$ cat config.mk
export PLATFORM = sky130hd
export DESIGN_NAME = gf180mcu_osu_sc_tbus_rx
export DESIGN_NICKNAME = d
export VERILOG_FILES = /design/src/rtl/gf180mcu_osu_sc_tbus_pkg.sv /design/src/rtl/gf180mcu_osu_sc_tbus_rx_fifo2.sv /design/src/rtl/gf180mcu_osu_sc_tbus_rx.sv
export SDC_FILE = /design/constraint.sdc
export NUM_CORES = 1
export LEC_CHECK = 0
export ABC_CLOCK_PERIOD_IN_PS = 2550
export CAP_MARGIN = 20
export CORE_MARGIN = 3
export CORE_UTILIZATION = 45
export CTS_CLUSTER_DIAMETER = 100
export CTS_CLUSTER_SIZE = 24
export DETAILED_ROUTE_END_ITERATION = 16
export PLACE_DENSITY_LB_ADDON = 0.2
export RECOVER_POWER = 25
export SYNTH_ARGS = -nofsm -noshare
export SYNTH_HDL_FRONTEND = slang
export SYNTH_SLANG_ARGS = --single-unit
$ cat constraint.sdc
create_clock -name CLK -period 2.55 [get_ports CLK]
set_input_delay 0.255 -clock CLK [delete_from_list [all_inputs] [get_ports CLK]]
set_output_delay 0.255 -clock CLK [all_outputs]
set_load 0.01 [all_outputs]
$ cat src/rtl/gf180mcu_osu_sc_tbus_pkg.sv
// -----------------------------------------------------------------------------
// gf180mcu_osu_sc_tbus_pkg
// Shared types and constants for the tristate-bus receive endpoint.
//   tbus_state_e    : tenure-tracking FSM state (2 bits)
//   ERRCNT_W        : width of the optional error counter
//                     (GF180MCU_OSU_SC_TBUS_RX_ERRCNT_EN)
//   errcnt_sat_add  : saturating add of a 0..2 increment onto the error count
// The FIFO entry struct {src, data} depends on module parameters, so it is
// declared with localparam widths inside the FIFO module.
// -----------------------------------------------------------------------------
package gf180mcu_osu_sc_tbus_pkg;

  typedef enum logic [1:0] {
    ST_IDLE    = 2'd0,
    ST_SETTLE  = 2'd1,
    ST_HELD    = 2'd2,
    ST_CONTEND = 2'd3
  } tbus_state_e;

  localparam int ERRCNT_W = 8;

  function automatic logic [ERRCNT_W-1:0] errcnt_sat_add(
    input logic [ERRCNT_W-1:0] cnt,
    input logic [1:0]          inc
  );
    logic [ERRCNT_W:0] sum;
    sum = {1'b0, cnt} + {{(ERRCNT_W-1){1'b0}}, inc};
    return sum[ERRCNT_W] ? '1 : sum[ERRCNT_W-1:0];
  endfunction

endpackage

$ cat src/rtl/gf180mcu_osu_sc_tbus_rx_fifo2.sv
// -----------------------------------------------------------------------------
// gf180mcu_osu_sc_tbus_rx_fifo2
// Two-entry FIFO holding {src, data} words with a registered head.
// Ports:
//   i_clk, i_rst_n : clock, asynchronous active-low reset
//   i_push         : request to enqueue {i_src, i_data}
//   i_pop          : consumer ready; a pop happens only when non-empty
//   i_src, i_data  : word to enqueue
//   o_src, o_data  : registered head entry (zero after reset)
//   o_valid        : FIFO non-empty
//   o_drop         : push refused because full with no simultaneous pop
// -----------------------------------------------------------------------------
module gf180mcu_osu_sc_tbus_rx_fifo2
  import gf180mcu_osu_sc_tbus_pkg::*;
#(
  parameter int WIDTH = 8,
  parameter int SRCW  = 2
) (
  input  logic             i_clk,
  input  logic             i_rst_n,
  input  logic             i_push,
  input  logic             i_pop,
  input  logic [SRCW-1:0]  i_src,
  input  logic [WIDTH-1:0] i_data,
  output logic [SRCW-1:0]  o_src,
  output logic [WIDTH-1:0] o_data,
  output logic             o_valid,
  output logic             o_drop
);

  typedef struct packed {
    logic [SRCW-1:0]  src;
    logic [WIDTH-1:0] data;
  } entry_t;

  entry_t     r_mem [2];
  entry_t     r_head;
  entry_t     w_din;
  entry_t     w_head_nxt;
  logic       r_wp;
  logic       r_rp;
  logic [1:0] r_cnt;
  logic       w_empty;
  logic       w_full;
  logic       w_pop;
  logic       w_push;
  logic       w_rp_nxt;

  assign w_din   = '{src: i_src, data: i_data};
  assign w_empty = (r_cnt == 2'd0);
  assign w_full  = (r_cnt == 2'd2);
  assign w_pop   = i_pop && !w_empty;
  // A full FIFO still accepts a push when the head leaves in the same cycle.
  assign w_push  = i_push && (!w_full || w_pop);
  assign o_drop  = i_push && w_full && !w_pop;

  // The next head is either the word being written right now (when the read
  // pointer lands on the write slot) or an entry already in storage.
  assign w_rp_nxt   = w_pop ? ~r_rp : r_rp;
  assign w_head_nxt = (w_push && (w_rp_nxt == r_wp)) ? w_din : r_mem[w_rp_nxt];

  always_ff @(posedge i_clk or negedge i_rst_n) begin
    if (!i_rst_n) begin
      r_wp   <= 1'b0;
      r_rp   <= 1'b0;
      r_cnt  <= 2'd0;
      r_head <= '0;
    end else begin
      if (w_push) r_wp <= ~r_wp;
      r_rp   <= w_rp_nxt;
      r_cnt  <= r_cnt + {1'b0, w_push} - {1'b0, w_pop};
      r_head <= w_head_nxt;
    end
  end

  // Storage carries no reset; occupancy is tracked by r_cnt alone.
  always_ff @(posedge i_clk) begin
    if (w_push) r_mem[r_wp] <= w_din;
  end

  assign o_src   = r_head.src;
  assign o_data  = r_head.data;
  assign o_valid = !w_empty;

endmodule

$ cat src/rtl/gf180mcu_osu_sc_tbus_rx.sv
// -----------------------------------------------------------------------------
// gf180mcu_osu_sc_tbus_rx
// Receive endpoint of a multi-drop tristate bus built from tbuf cells. Watches
// the per-driver enables and the resolved bus; once a single driver's tenure
// has been stable for SETTLE cycles it captures one word with the driver
// index into a 2-entry FIFO. Flags contention and overflow (sticky).
// Optional: define GF180MCU_OSU_SC_TBUS_RX_ERRCNT_EN to add ERR_CNT, a
// saturating count of contention entries plus dropped captures.
// Ports:
//   CLK, RN     : clock, asynchronous active-low reset
//   BUS         : resolved bus value
//   EN          : per-driver enables, active-high
//   READY       : consumer accepts head word when VALID & READY
//   CLR         : synchronous clear of sticky flags (and ERR_CNT)
//   DATA, SRC   : head-of-FIFO word and its driver index
//   VALID       : FIFO non-empty
//   CONTENTION  : sticky, two or more enables seen high in one cycle
//   OVF         : sticky, a capture was dropped on a full FIFO
//   ERR_CNT     : (optional) 8-bit saturating error count
// -----------------------------------------------------------------------------
module gf180mcu_osu_sc_tbus_rx
  import gf180mcu_osu_sc_tbus_pkg::*;
#(
  parameter  int WIDTH  = 8,
  parameter  int NDRV   = 4,
  parameter  int SETTLE = 2,
  localparam int SRCW   = $clog2(NDRV)
) (
  input  logic                CLK,
  input  logic                RN,
  input  logic [WIDTH-1:0]    BUS,
  input  logic [NDRV-1:0]     EN,
  input  logic                READY,
  input  logic                CLR,
  output logic [WIDTH-1:0]    DATA,
  output logic [SRCW-1:0]     SRC,
  output logic                VALID,
  output logic                CONTENTION,
  output logic                OVF
`ifdef GF180MCU_OSU_SC_TBUS_RX_ERRCNT_EN
  ,
  output logic [ERRCNT_W-1:0] ERR_CNT
`endif
);

  localparam int              CNTW     = 4;
  localparam int              NW       = $clog2(NDRV + 1);
  localparam logic [CNTW-1:0] SETTLE_C = CNTW'(SETTLE);

  tbus_state_e     r_state;
  tbus_state_e     w_state_nxt;
  logic [CNTW-1:0] r_cnt;
  logic [CNTW-1:0] w_cnt_nxt;
  logic [SRCW-1:0] r_idx;
  logic [SRCW-1:0] w_idx_nxt;
  logic [SRCW-1:0] w_idx;
  logic [NW-1:0]   w_n;
  logic            w_none;
  logic            w_one;
  logic            w_multi;
  logic            w_capture;
  logic            w_drop;
  logic            r_contention;
  logic            r_ovf;

  // Popcount of EN and index of the (last) set bit; w_idx is only meaningful
  // when exactly one enable is high.
  always_comb begin
    w_n   = '0;
    w_idx = '0;
    for (int i = 0; i < NDRV; i++) begin
      if (EN[i]) begin
        w_n   = w_n + NW'(1);
        w_idx = SRCW'(i);
      end
    end
  end

  assign w_none  = (w_n == '0);
  assign w_one   = (w_n == NW'(1));
  assign w_multi = !w_none && !w_one;

  always_comb begin
    w_state_nxt = r_state;
    w_cnt_nxt   = r_cnt;
    w_idx_nxt   = r_idx;
    w_capture   = 1'b0;
    unique case (r_state)
      ST_IDLE: begin
        if (w_multi) begin
          w_state_nxt = ST_CONTEND;
        end else if (w_one) begin
          w_state_nxt = ST_SETTLE;
          w_cnt_nxt   = CNTW'(1);
          w_idx_nxt   = w_idx;
        end
      end
      ST_SETTLE: begin
        if (w_multi) begin
          w_state_nxt = ST_CONTEND;
        end else if (w_none) begin
          w_state_nxt = ST_IDLE;
        end else if (w_idx != r_idx) begin
          // Hand-over to another driver restarts the settle window.
          w_idx_nxt = w_idx;
          w_cnt_nxt = CNTW'(1);
        end else if (r_cnt == SETTLE_C) begin
          w_capture   = 1'b1;
          w_state_nxt = ST_HELD;
        end else begin
          w_cnt_nxt = r_cnt + CNTW'(1);
        end
      end
      ST_HELD: begin
        if (w_multi) begin
          w_state_nxt = ST_CONTEND;
        end else if (w_none) begin
          w_state_nxt = ST_IDLE;
        end else if (w_idx != r_idx) begin
          w_state_nxt = ST_SETTLE;
          w_idx_nxt   = w_idx;
          w_cnt_nxt   = CNTW'(1);
        end
      end
      ST_CONTEND: begin
        // A lone survivor of a contention is not trusted; wait for a clean bus.
        if (w_none) w_state_nxt = ST_IDLE;
      end
      default: w_state_nxt = ST_IDLE;
    endcase
  end

  always_ff @(posedge CLK or negedge RN) begin
    if (!RN) begin
      r_state      <= ST_IDLE;
      r_cnt        <= '0;
      r_idx        <= '0;
      r_contention <= 1'b0;
      r_ovf        <= 1'b0;
    end else begin
      r_state      <= w_state_nxt;
      r_cnt        <= w_cnt_nxt;
      r_idx        <= w_idx_nxt;
      // A new event in the clear cycle wins over CLR.
      r_contention <= w_multi | (r_contention & ~CLR);
      r_ovf        <= w_drop  | (r_ovf        & ~CLR);
    end
  end

  gf180mcu_osu_sc_tbus_rx_fifo2 #(
    .WIDTH (WIDTH),
    .SRCW  (SRCW)
  ) u_fifo (
    .i_clk   (CLK),
    .i_rst_n (RN),
    .i_push  (w_capture),
    .i_pop   (READY),
    .i_src   (r_idx),
    .i_data  (BUS),
    .o_src   (SRC),
    .o_data  (DATA),
    .o_valid (VALID),
    .o_drop  (w_drop)
  );

  assign CONTENTION = r_contention;
  assign OVF        = r_ovf;

`ifdef GF180MCU_OSU_SC_TBUS_RX_ERRCNT_EN
  logic [ERRCNT_W-1:0] r_err_cnt;
  logic [1:0]          w_err_inc;
  logic                w_enter_contend;

  assign w_enter_contend = (w_state_nxt == ST_CONTEND) && (r_state != ST_CONTEND);
  assign w_err_inc       = {1'b0, w_enter_contend} + {1'b0, w_drop};

  // Events coinciding with CLR are still counted into the cleared value.
  always_ff @(posedge CLK or negedge RN) begin
    if (!RN) begin
      r_err_cnt <= '0;
    end else if (CLR) begin
      r_err_cnt <= errcnt_sat_add('0, w_err_inc);
    end else begin
      r_err_cnt <= errcnt_sat_add(r_err_cnt, w_err_inc);
    end
  end

  assign ERR_CNT = r_err_cnt;
`endif

endmodule

==> results.cfg, run 1 <==
[status]
status = finished clean

[critical_path]
cp_cell_sequence = dlygate4sd2_1, buf_4, ha_1, and2b_1, nor2_1, inv_1, ha_1, nand2b_4, o31ai_4, nand4_4, buf_4, or4_1, o21ai_0, a22oi_1
max_stage_delay_ps = 500
crit_path_end_kind = register
path_class = in2reg
worstPathMaxFanout = 4
start_kind = primary input
worstPathArrival_ps = 2620
cpMaxStageDelayCell = or4_1
required_ps = 2730

[cells_and_area]
final_common_cell = buf_4
drive_gt1_share_pct = 21.3
fin_cells = 349
fin_area_sq_um = 3150
area_growth_pct = 31.6
seq_area_sq_um = 1200
fillers = 416
n_antenna_cell = 0
multi_input_area_sq_um = 1090
mostFrequentLayoutCells = 33 x buf_4, 24 x dfrtp_1, 24 x clkdlybuf4s50_1
nets = 308

[min_path]
hold_path_class = reg2reg

[timing]
slew_headroom_pct = 8.92
setup_viol = 0
period_minus_slack_ps = 2450
tightest_slew_ps = 1370
layout_setup_ws_ps = 103
max_clock_freq_ghz = 0.409
finalHoldViolations = 0
whs_ps = 526
final-max-slew-violation-count = 0
clock_skew_ps = 3.65
post-route-period-util_pct = 96.0

[route]
route.vias.total = 1841
detail_route.vias_per_cell = 5.28
wl_um = 4740
wl_per_cell_um = 13.6
first_pass_iters = 4
drt_iter0_drc = 109
antenna_left = 0
drc = 0

[pwr]
ir_worst_vdd_v = 0.000424
p_total_mw = 2.89
p_per_area_nw_per_um2 = 916
p_leak_nw = 1.30

[grt]
use_met3_pct = 3.40
grt_pass1_wl_um = 8020
grt_max_degree = 25
overflow = 0
use_met1_pct = 23.0
grt.busiest_layer = met2
gr-usage-met2_pct = 24.8
gr-usage-all-layers_pct = 16.4
antenna_found_initial = 0
grt_pass1_vias = 1769

[synth]
synthAdderAreaFrac_pct = 5.74
syn_area_sq_um = 2400
synth_seq_cells = 44
muxShareOfSynthArea_pct = 1.41
synthArstFlopShare_pct = 54.5
synth_compound_area_share_pct = 18.2
ys_types = 48
synthSimpleGateAreaFrac_pct = 14.1
postSynthCellCount = 217
yosys_warnings = 0
synth_xor_area_share_pct = 4.70
ys_seq_area_share_pct = 50.1
ys_top_cells_by_area = dfrtp_1 25%, edfxtp_1 25%, ha_1 5.7%
synth_top_cell_by_area = dfrtp_1
synth_ff_type = dfrtp_1
synth_edf_count = 20
syn_avg_cell_area_sq_um = 11.0
synthesis.nets = 244
yosysTopAreaCellShare_pct = 25.1
synth_top_family_by_area = compound AO/OA/AOI/OAI gates

[placed_design]
post-place-ws_ps = -464
numPortBuffers = 28
place_inst = 334
gp_congestion = 0.820
hpwl_um = 3480
place_area_sq_um = 2960

[die]
num_rows = 25
ios = 29
coreArea_sq_um = 4940
initial_utilization_pct = 48.5
die_x_um = 79.0
die_y_um = 79.0
die_area_sq_um = 6240

[clock_tree]
clock-sinks = 44
clk_latency_ps = 290
cts_buffers = 5
cts_buffer_depth = 2
cts_max_level = 2
cts.clk_slew.worst_paths_ps = 80
hold_buffers = 0
cts_root_buf = clkbuf_8
cts_tree = done

[flow_run]
drv_cap = 0
==> cell usage after synthesis (2+ instances only) <==
cell type	number
dfrtp_1	24
edfxtp_1	20
nor2_1	18
inv_1	17
nand2_1	13
o21ai_0	13
ha_1	11
a22oi_1	8
a2bb2oi_1	7
a31oi_1	7
nand3_1	6
o2bb2ai_1	6
buf_6	5
xnor2_1	5
a21oi_1	4
o21ai_1	4
and3_1	3
clkbuf_1	3
mux2_2	3
nand2b_1	3
nor2b_1	3
o31ai_1	3
or4_1	3
nor3_1	2
or3_1	2
xor2_2	2
==> flip-flops by register name, summed over array words and instances (netlist names), 2 cells and up <==
register	cells
r_state	2
u_fifo.o_data	8
r_idx	2
u_fifo.o_src	2
r_cnt	4
u_fifo.r_cnt	2
u_fifo.r_mem	20
==> final timing paths <==
kind                       startpoint                 end  slack (ps)  depth (start not counted)
max                             EN[0]    u_fifo.o_data[6]         100                         14
min                          r_cnt[3]            r_cnt[3]         530                          2
max reg2reg                  r_cnt[0]  u_fifo.r_mem[1][4]         400                          8
min reg2reg                  r_cnt[3]            r_cnt[3]         530                          2
max in group asynchronous          RN    u_fifo.o_data[7]         960                          2
min in group asynchronous          RN          CONTENTION         790                          2
==> area by class of cell <==
class | instances | area share [%]
repair buffers | 66 | 19.0
clock inverters | 3 | 1.35
multi-input cells | 147 | 34.6
well taps | 67 | 2.66
flip-flops and latches | 44 | 38.1
inverters | 17 | 2.02
clock buffers | 5 | 2.18
==> critical path, delay by kind of cell <==
family	cells	cell delay [ps]
AND/OR/NAND/NOR	5	1060
AO/OA/AOI/OAI	3	260
buffers and inverters	4	590
adder cells (fa/ha/maj)	2	460
==> metal layers <==
| layer | vias up | wire [um] |
|---|---|---|
| met5 | - | 0 |
| met1 | 877 | 2280 |
| met2 | 40 | 2160 |
| met4 | 0 | 82 |
| met3 | 7 | 213 |
| li1 | 917 | - |
==> what timing repair did <==
action                     CTS  global route
setup buffers                3             4
pin swaps                    4             4
setup endpoints to repair   33             4
gates resized for setup      5             0
==> logic make-up after synthesis <==
kind of cell	Yosys count
AND/OR/NAND/NOR	63
AO/OA/AOI/OAI	61
flip-flops	44
buffers and inverters	26
adder cells (fa/ha/maj)	11
XOR/XNOR	9
multiplexers	3
==> power by group <==
part	total (mW)	leakage, nW	switching [mW]	internal [mW]
Combinational	1.36	0.775	0.682	0.679
Clock	0.526	0.0558	0.236	0.290
Sequential	1.00	0.468	0.0996	0.903
Total	2.89	1.30	1.02	1.87
==> metrics by stage <==
stage	utilization, %	setup TNS (ps)
floorplan	-	0
global placement	59.9	-13890
detailed placement	59.9	-15930
CTS	63.3	0
global route	63.8	-1.55
finish	63.8	0
Power figures use the tool's default switching activity.
==> run 2, diff against run 1 <==
- ABC_AREA: unset -> 1
- CORE_MARGIN: 3 -> unset
==> run 2 against run 1 <==
Against the previous run: clock skew grew 4.8 ps; non-clock buffer count is 11 lower; sequential power about the same; count of clock-buffer cells in the layout stayed put; via count rose by 3.5%; combinational power about the same; global-route usage grew 3.5 points; design area shrank 0.75%; core utilization decreased by 2.9 points; synthesized cell count up 24%; critical path type unchanged; largest cell class unchanged; largest power group unchanged.
==> results.cfg, run 2 <==
[status]
status = finished clean

[die]
ios = 29
die_x_um = 75.3
coreArea_sq_um = 5140
num_rows = 26
die_y_um = 75.3
die_area_sq_um = 5670
initial_utilization_pct = 47.0

[clock_tree]
cts_buffer_depth = 2
cts.clk_slew.worst_paths_ps = 90
cts_root_buf = clkbuf_8
cts_buffers = 5
hold_buffers = 0
clk_latency_ps = 300
cts_max_level = 2
clock-sinks = 44
cts_tree = done

[synth]
synth_edf_count = 20
yosysMostFrequentCell = nand2_1
ys_top_cells_by_area = dfrtp_1 25%, edfxtp_1 25%, nand2_1 16%
ys_types = 32
ys_seq_area_share_pct = 49.7
synth_ff_type = dfrtp_1
synthesis.nets = 296
syn_avg_cell_area_sq_um = 8.99
synth_top_cell_by_area = dfrtp_1
synth_seq_cells = 44
syn_area_sq_um = 2420
postSynthCellCount = 269
yosysTopAreaCellShare_pct = 24.8
synth_common_cells = 102 x nand2_1, 28 x inv_1, 24 x dfrtp_1
synthArstFlopShare_pct = 54.5
yosys_warnings = 0

[timing]
final-max-slew-violation-count = 0
post-route-period-util_pct = 93.4
whs_ps = 515
slew_headroom_pct = 11.4
period_minus_slack_ps = 2380
clock_skew_ps = 8.47
tightest_slew_ps = 1330
setup_viol = 0
finalHoldViolations = 0
rsz0062_at_grt = no
max_clock_freq_ghz = 0.420

[cells_and_area]
area_growth_pct = 29.5
fin_area_sq_um = 3130
fin_cells = 396
final_common_cell = nand2_1
n_antenna_cell = 0
nets = 352
regMostFlops = u_fifo.r_mem
mostFrequentLayoutCells = 102 x nand2_1, 26 x inv_1, 24 x dfrtp_1, 24 x clkdlybuf4s50_1, 23 x buf_4
drive_gt1_share_pct = 17.5
largest_reg_flops = 20

[pwr]
power_frac_comb_pct = 46.6
p_leak_nw = 1.52
p_per_area_nw_per_um2 = 922
switching_share_pct = 38.6
seqPwrFrac_pct = 34.8
ir_worst_vdd_v = 0.000386
p_int_mw = 1.77
clkPwrFrac_pct = 18.6
power.net_switching_mw = 1.11

[placed_design]
numPortBuffers = 28
gp_congestion = 0.784
place_inst = 387
hpwl_um = 3560
place_area_sq_um = 2960

[critical_path]
worstPathMaxFanout = 6
cp_cell_sequence = clkdlybuf4s50_1, nand2_1, o21ai_2, inv_1, ha_1, or2_1, nand2_4, nand3_4, nor2_8, nand2_4, nor2_4, clkbuf_16
cpMaxStageDelayCell = clkdlybuf4s50_1
cp_common_cell = nand2_4
ff2ff_path_depth = 7
max_stage_delay_ps = 660
path_class = in2reg
required_ps = 2580
reg2reg_to = u_fifo.r_mem[0][6]
crit_path_end_kind = register
reg2reg_from = r_state[1]
worstPathArrival_ps = 2410
start_kind = primary input
r2r_slack_ps = 690

[grt]
antenna_found_initial = 0
grt_max_degree = 25
gr-usage-all-layers_pct = 19.9
grt_pass1_vias = 1842
grt_pass1_wl_um = 8210
overflow = 0

[route]
antenna_left = 0
wl_per_cell_um = 12.3
wl_um = 4860
first_pass_iters = 4
drc = 0
detail_route.vias_per_cell = 4.81
drt_iter0_drc = 113
route.vias.total = 1905

[min_path]
hold-path-cell-count = 6
hold_path_class = in2reg
holdPathEnd = r_idx[0]
hold_start = EN[1]

[flow_run]
drv_cap = 0
[run 2: cells by family (layout without fill, tap and decap cells)]
kind of cell | after synthesis | count (layout) | synth area share (%)
fa+ha+maj | 11 | 11 | 5.69
flops | 44 | 44 | 49.7
compound gates | 10 | 10 | 2.38
buf+inv | 36 | 93 | 6.63
xor+xnor | 7 | 7 | 3.31
simple gates | 161 | 161 | 32.3
[run 2: worst max path at each step]
stage               start                  to  depth (start not counted)  slack, ps
finish              EN[2]  u_fifo.r_mem[0][6]                         12        170
global placement    EN[0]  u_fifo.r_mem[0][0]                         15       -290
floorplan           EN[0]  u_fifo.r_mem[1][0]                         13         -4
CTS                 EN[0]  u_fifo.r_mem[0][3]                         15         70
global route        EN[2]  u_fifo.r_mem[0][6]                         12         70
detailed placement  EN[0]  u_fifo.r_mem[0][5]                         15       -350
[run 2: power by group through the flow]
stage,clock [mW],combinational (mW),sequential (mW)
6_report,0.537,1.34,1.00
5_1_grt,0.582,1.55,1.03
4_1_cts,0.556,1.36,1.01
3_5_place_dp,0,1.35,1.02
3_3_place_gp,0,1.32,1.02
2_1_floorplan,0,0.828,1.04
[run 2: worst max-delay path, delay by kind of cell]
kind	cells	cell delay [ps]
AND/OR/NAND/NOR	7	900
buffers and inverters	3	890
adder cells (fa/ha/maj)	1	280
AO/OA/AOI/OAI	1	80
[run 2: area by class of cell]
class / instances / area (sq um)
well taps: 70 / 87.6
inverters: 30 / 113
clock inverters: 3 / 46.3
flip-flops and latches: 44 / 1200
clock buffers: 5 / 68.8
repair buffers: 55 / 527
multi-input cells: 189 / 1090
fillers: 472 / 2010
[run 2: what timing repair did]
action | CTS | global route
setup buffers | 0 | 0
gates resized for setup | 3 | 5
cloned | 0 | 1
pin swaps | 0 | 3
setup endpoints to repair | 13 | 32
[run 2: metal layers]
| layer | wire (um) | global-route usage [%] | part of all wire, % | vias up |
|---|---|---|---|---|
| li1 | - | - | - | 974 |
| met1 | 2150 | 24.5 | 44 | 890 |
| met2 | 2450 | 34.6 | 50 | 37 |
| met3 | 195 | 4.37 | 4.0 | 4 |
| met4 | 63 | 6.58 | 1.3 | 0 |
| met5 | 0 | 0 | 0 | - |
[run 2: metrics by stage]
stage / setup slack, ps / total power, mW / utilization [%] / setup TNS, ps
after global placement: -289 / 2.34 / 57.6 / -9250
after detailed placement: -349 / 2.37 / 57.6 / -11700
after global routing: 65.3 / 3.16 / 60.9 / 0
after CTS: 66.2 / 2.92 / 60.3 / 0
final: 169 / 2.88 / 60.9 / 0
after floorplan: -3.92 / 1.87 / - / -39.2
==> run 3, diff against run 2 <==
- ABC_CLOCK_PERIOD_IN_PS: 2550 -> 3010
- CORE_UTILIZATION: 45 -> 50
- GPL_TIMING_DRIVEN: unset -> 1
- clock period: 2.55 -> 3.01 ns (I/O delays scaled with it)
==> run 3 against run 2 <==
Against the previous run: via count fell by 4.6%; hold slack improved by 14 ps; wire length fell by 7.5%; highest routed layer unchanged.
==> results.cfg, run 3 (synthesis gave the netlist of run 2 again) <==
[status]
status = finished clean

[grt]
overflow = 0
gr-usage-all-layers_pct = 20.5
antenna_found_initial = 0
grt_max_degree = 25
grt_pass1_vias = 1849
grt_pass1_wl_um = 8070

[cells_and_area]
drive_gt1_share_pct = 11.6
n_antenna_cell = 0
fin_area_sq_um = 2910
final_common_cell = nand2_1
largest_reg_flops = 20
regMostFlops = u_fifo.r_mem
fillers = 372
multi_input_area_sq_um = 1060
nets = 337
seq_area_sq_um = 1200
area_growth_pct = 20.3
fin_util_pct = 64.6
mostFrequentLayoutCells = 102 x nand2_1, 28 x inv_1, 26 x clkdlybuf4s50_1

[critical_path]
cp_cell_sequence = clkdlybuf4s50_1, inv_1, ha_1, inv_1, nand2_2, nand2_2, inv_1, ha_1, or2_1, nand2_4, nand3_4, nor2_8, nand2_2, nor2_1, buf_4
required_ps = 3020
cp.buffers_inverters = 5
cpMaxStageDelayCell = clkdlybuf4s50_1
worstPathMaxFanout = 8
start_kind = primary input
crit_path_end_kind = register
cp_top_family = simple AND/OR/NAND/NOR gates
path_class = in2reg
max_stage_delay_ps = 490
worstPathArrival_ps = 2740

[clock_tree]
hold_buffers = 0
clock-sinks = 44
cts.clk_slew.worst_paths_ps = 70
post_cts_resized = 0
cts_max_level = 2
cts_buffers = 5
cts_buffer_depth = 2
cts_tree = done
clk_latency_ps = 290
postCtsSetupBuffers = 0
cts_root_buf = clkbuf_8

[placed_design]
gp_congestion = 0.782
place_area_sq_um = 2810
numPortBuffers = 28
hpwl_um = 3180

[timing]
tightest_slew_ps = 1410
setup-tns-final_ps = 0
clock_skew_ps = 5.64
slew_headroom_pct = 5.82
final-max-slew-violation-count = 0
period_minus_slack_ps = 2730
max_clock_freq_ghz = 0.366
rsz0062_at_grt = no
post-route-period-util_pct = 90.8
finalHoldViolations = 0
setup_viol = 0

[flow_run]
drv_cap = 0

[route]
wl_per_cell_um = 12.4
first_pass_iters = 4
detail_route.vias_per_cell = 5.01
drc = 0
route.vias.total = 1818
antenna_left = 0
drt_iter0_drc = 71
wl_um = 4490

[die]
coreArea_sq_um = 4500
die_y_um = 71.5
die_x_um = 71.5
ios = 29
initial_utilization_pct = 53.7
die_area_sq_um = 5120
num_rows = 24

[pwr]
p_total_mw = 2.36
ir_worst_vdd_v = 0.000361
p_leak_nw = 1.42
p_per_area_nw_per_um2 = 812

[min_path]
hold_path_class = reg2reg
## run 3: cell count changes in the layout (fill, tap and decap cells not counted), moves of 2 or more
| cell | before | now |
|---|---|---|
| buf_12 | 2 | 0 |
| buf_4 | 23 | 11 |
| clkdlybuf4s50_1 | 24 | 26 |
| clkinv_1 | 0 | 2 |
| dlymetal6s2s_1 | 2 | 0 |
| inv_1 | 26 | 28 |
| inv_2 | 4 | 2 |
| nor2_4 | 3 | 1 |
## run 3: area by class of cell
type,count,share of cell area (%)
Inverter,30,3.87
Tap cell,52,2.24
Multi-Input combinational cell,189,36.3
Timing Repair Buffer,40,12.6
Sequential cell,44,41.3
Clock inverter,3,1.29
Clock buffer,5,2.37
## run 3: power breakdown
| group | switching [mW] | total [mW] | leakage [nW] | internal [mW] |
|---|---|---|---|---|
| sequential | 0.0804 | 0.848 | 0.473 | 0.768 |
| clock | 0.191 | 0.433 | 0.0532 | 0.242 |
| combinational | 0.645 | 1.08 | 0.892 | 0.436 |
| total | 0.916 | 2.36 | 1.42 | 1.45 |
## run 3: tightest hold or removal path, stage by stage (launching register included)
cell	delay, ps
dfrtp_1	390
nand2_1	70
nand2_1	50
## run 3: metrics by stage
| step | hold WS [ps] | setup slack (ps) | cells |
|---|---|---|---|
| 4_1_cts | 367 | 280 | 363 |
| 3_3_place_gp | 508 | 54.1 | 355 |
| 5_1_grt | 570 | 111 | 363 |
| 3_5_place_dp | 509 | -33.7 | 355 |
| 2_1_floorplan | 5.41 | 258 | 269 |
| 6_report | 529 | 276 | 363 |
## run 3: worst paths after layout
check	from	endpoint	slack, ps	cells after the start
max	EN[0]	u_fifo.r_mem[0][1]	280	15
min	r_cnt[3]	r_cnt[3]	530	2
max reg2reg	u_fifo.r_cnt[0]	u_fifo.o_src[1]	1060	10
min reg2reg	r_cnt[3]	r_cnt[3]	530	2
max in group asynchronous	RN	r_cnt[3]	1320	2
min in group asynchronous	RN	u_fifo.o_data[3]	860	2
## run 3: metal layers
layer  GRT usage, %  wire length, um  vias up
li1               -                -      946
met1           24.2             2020      816
met2           36.5             2180       49
met3           3.94              217        7
met4           8.93               76        0
met5              0                0        -
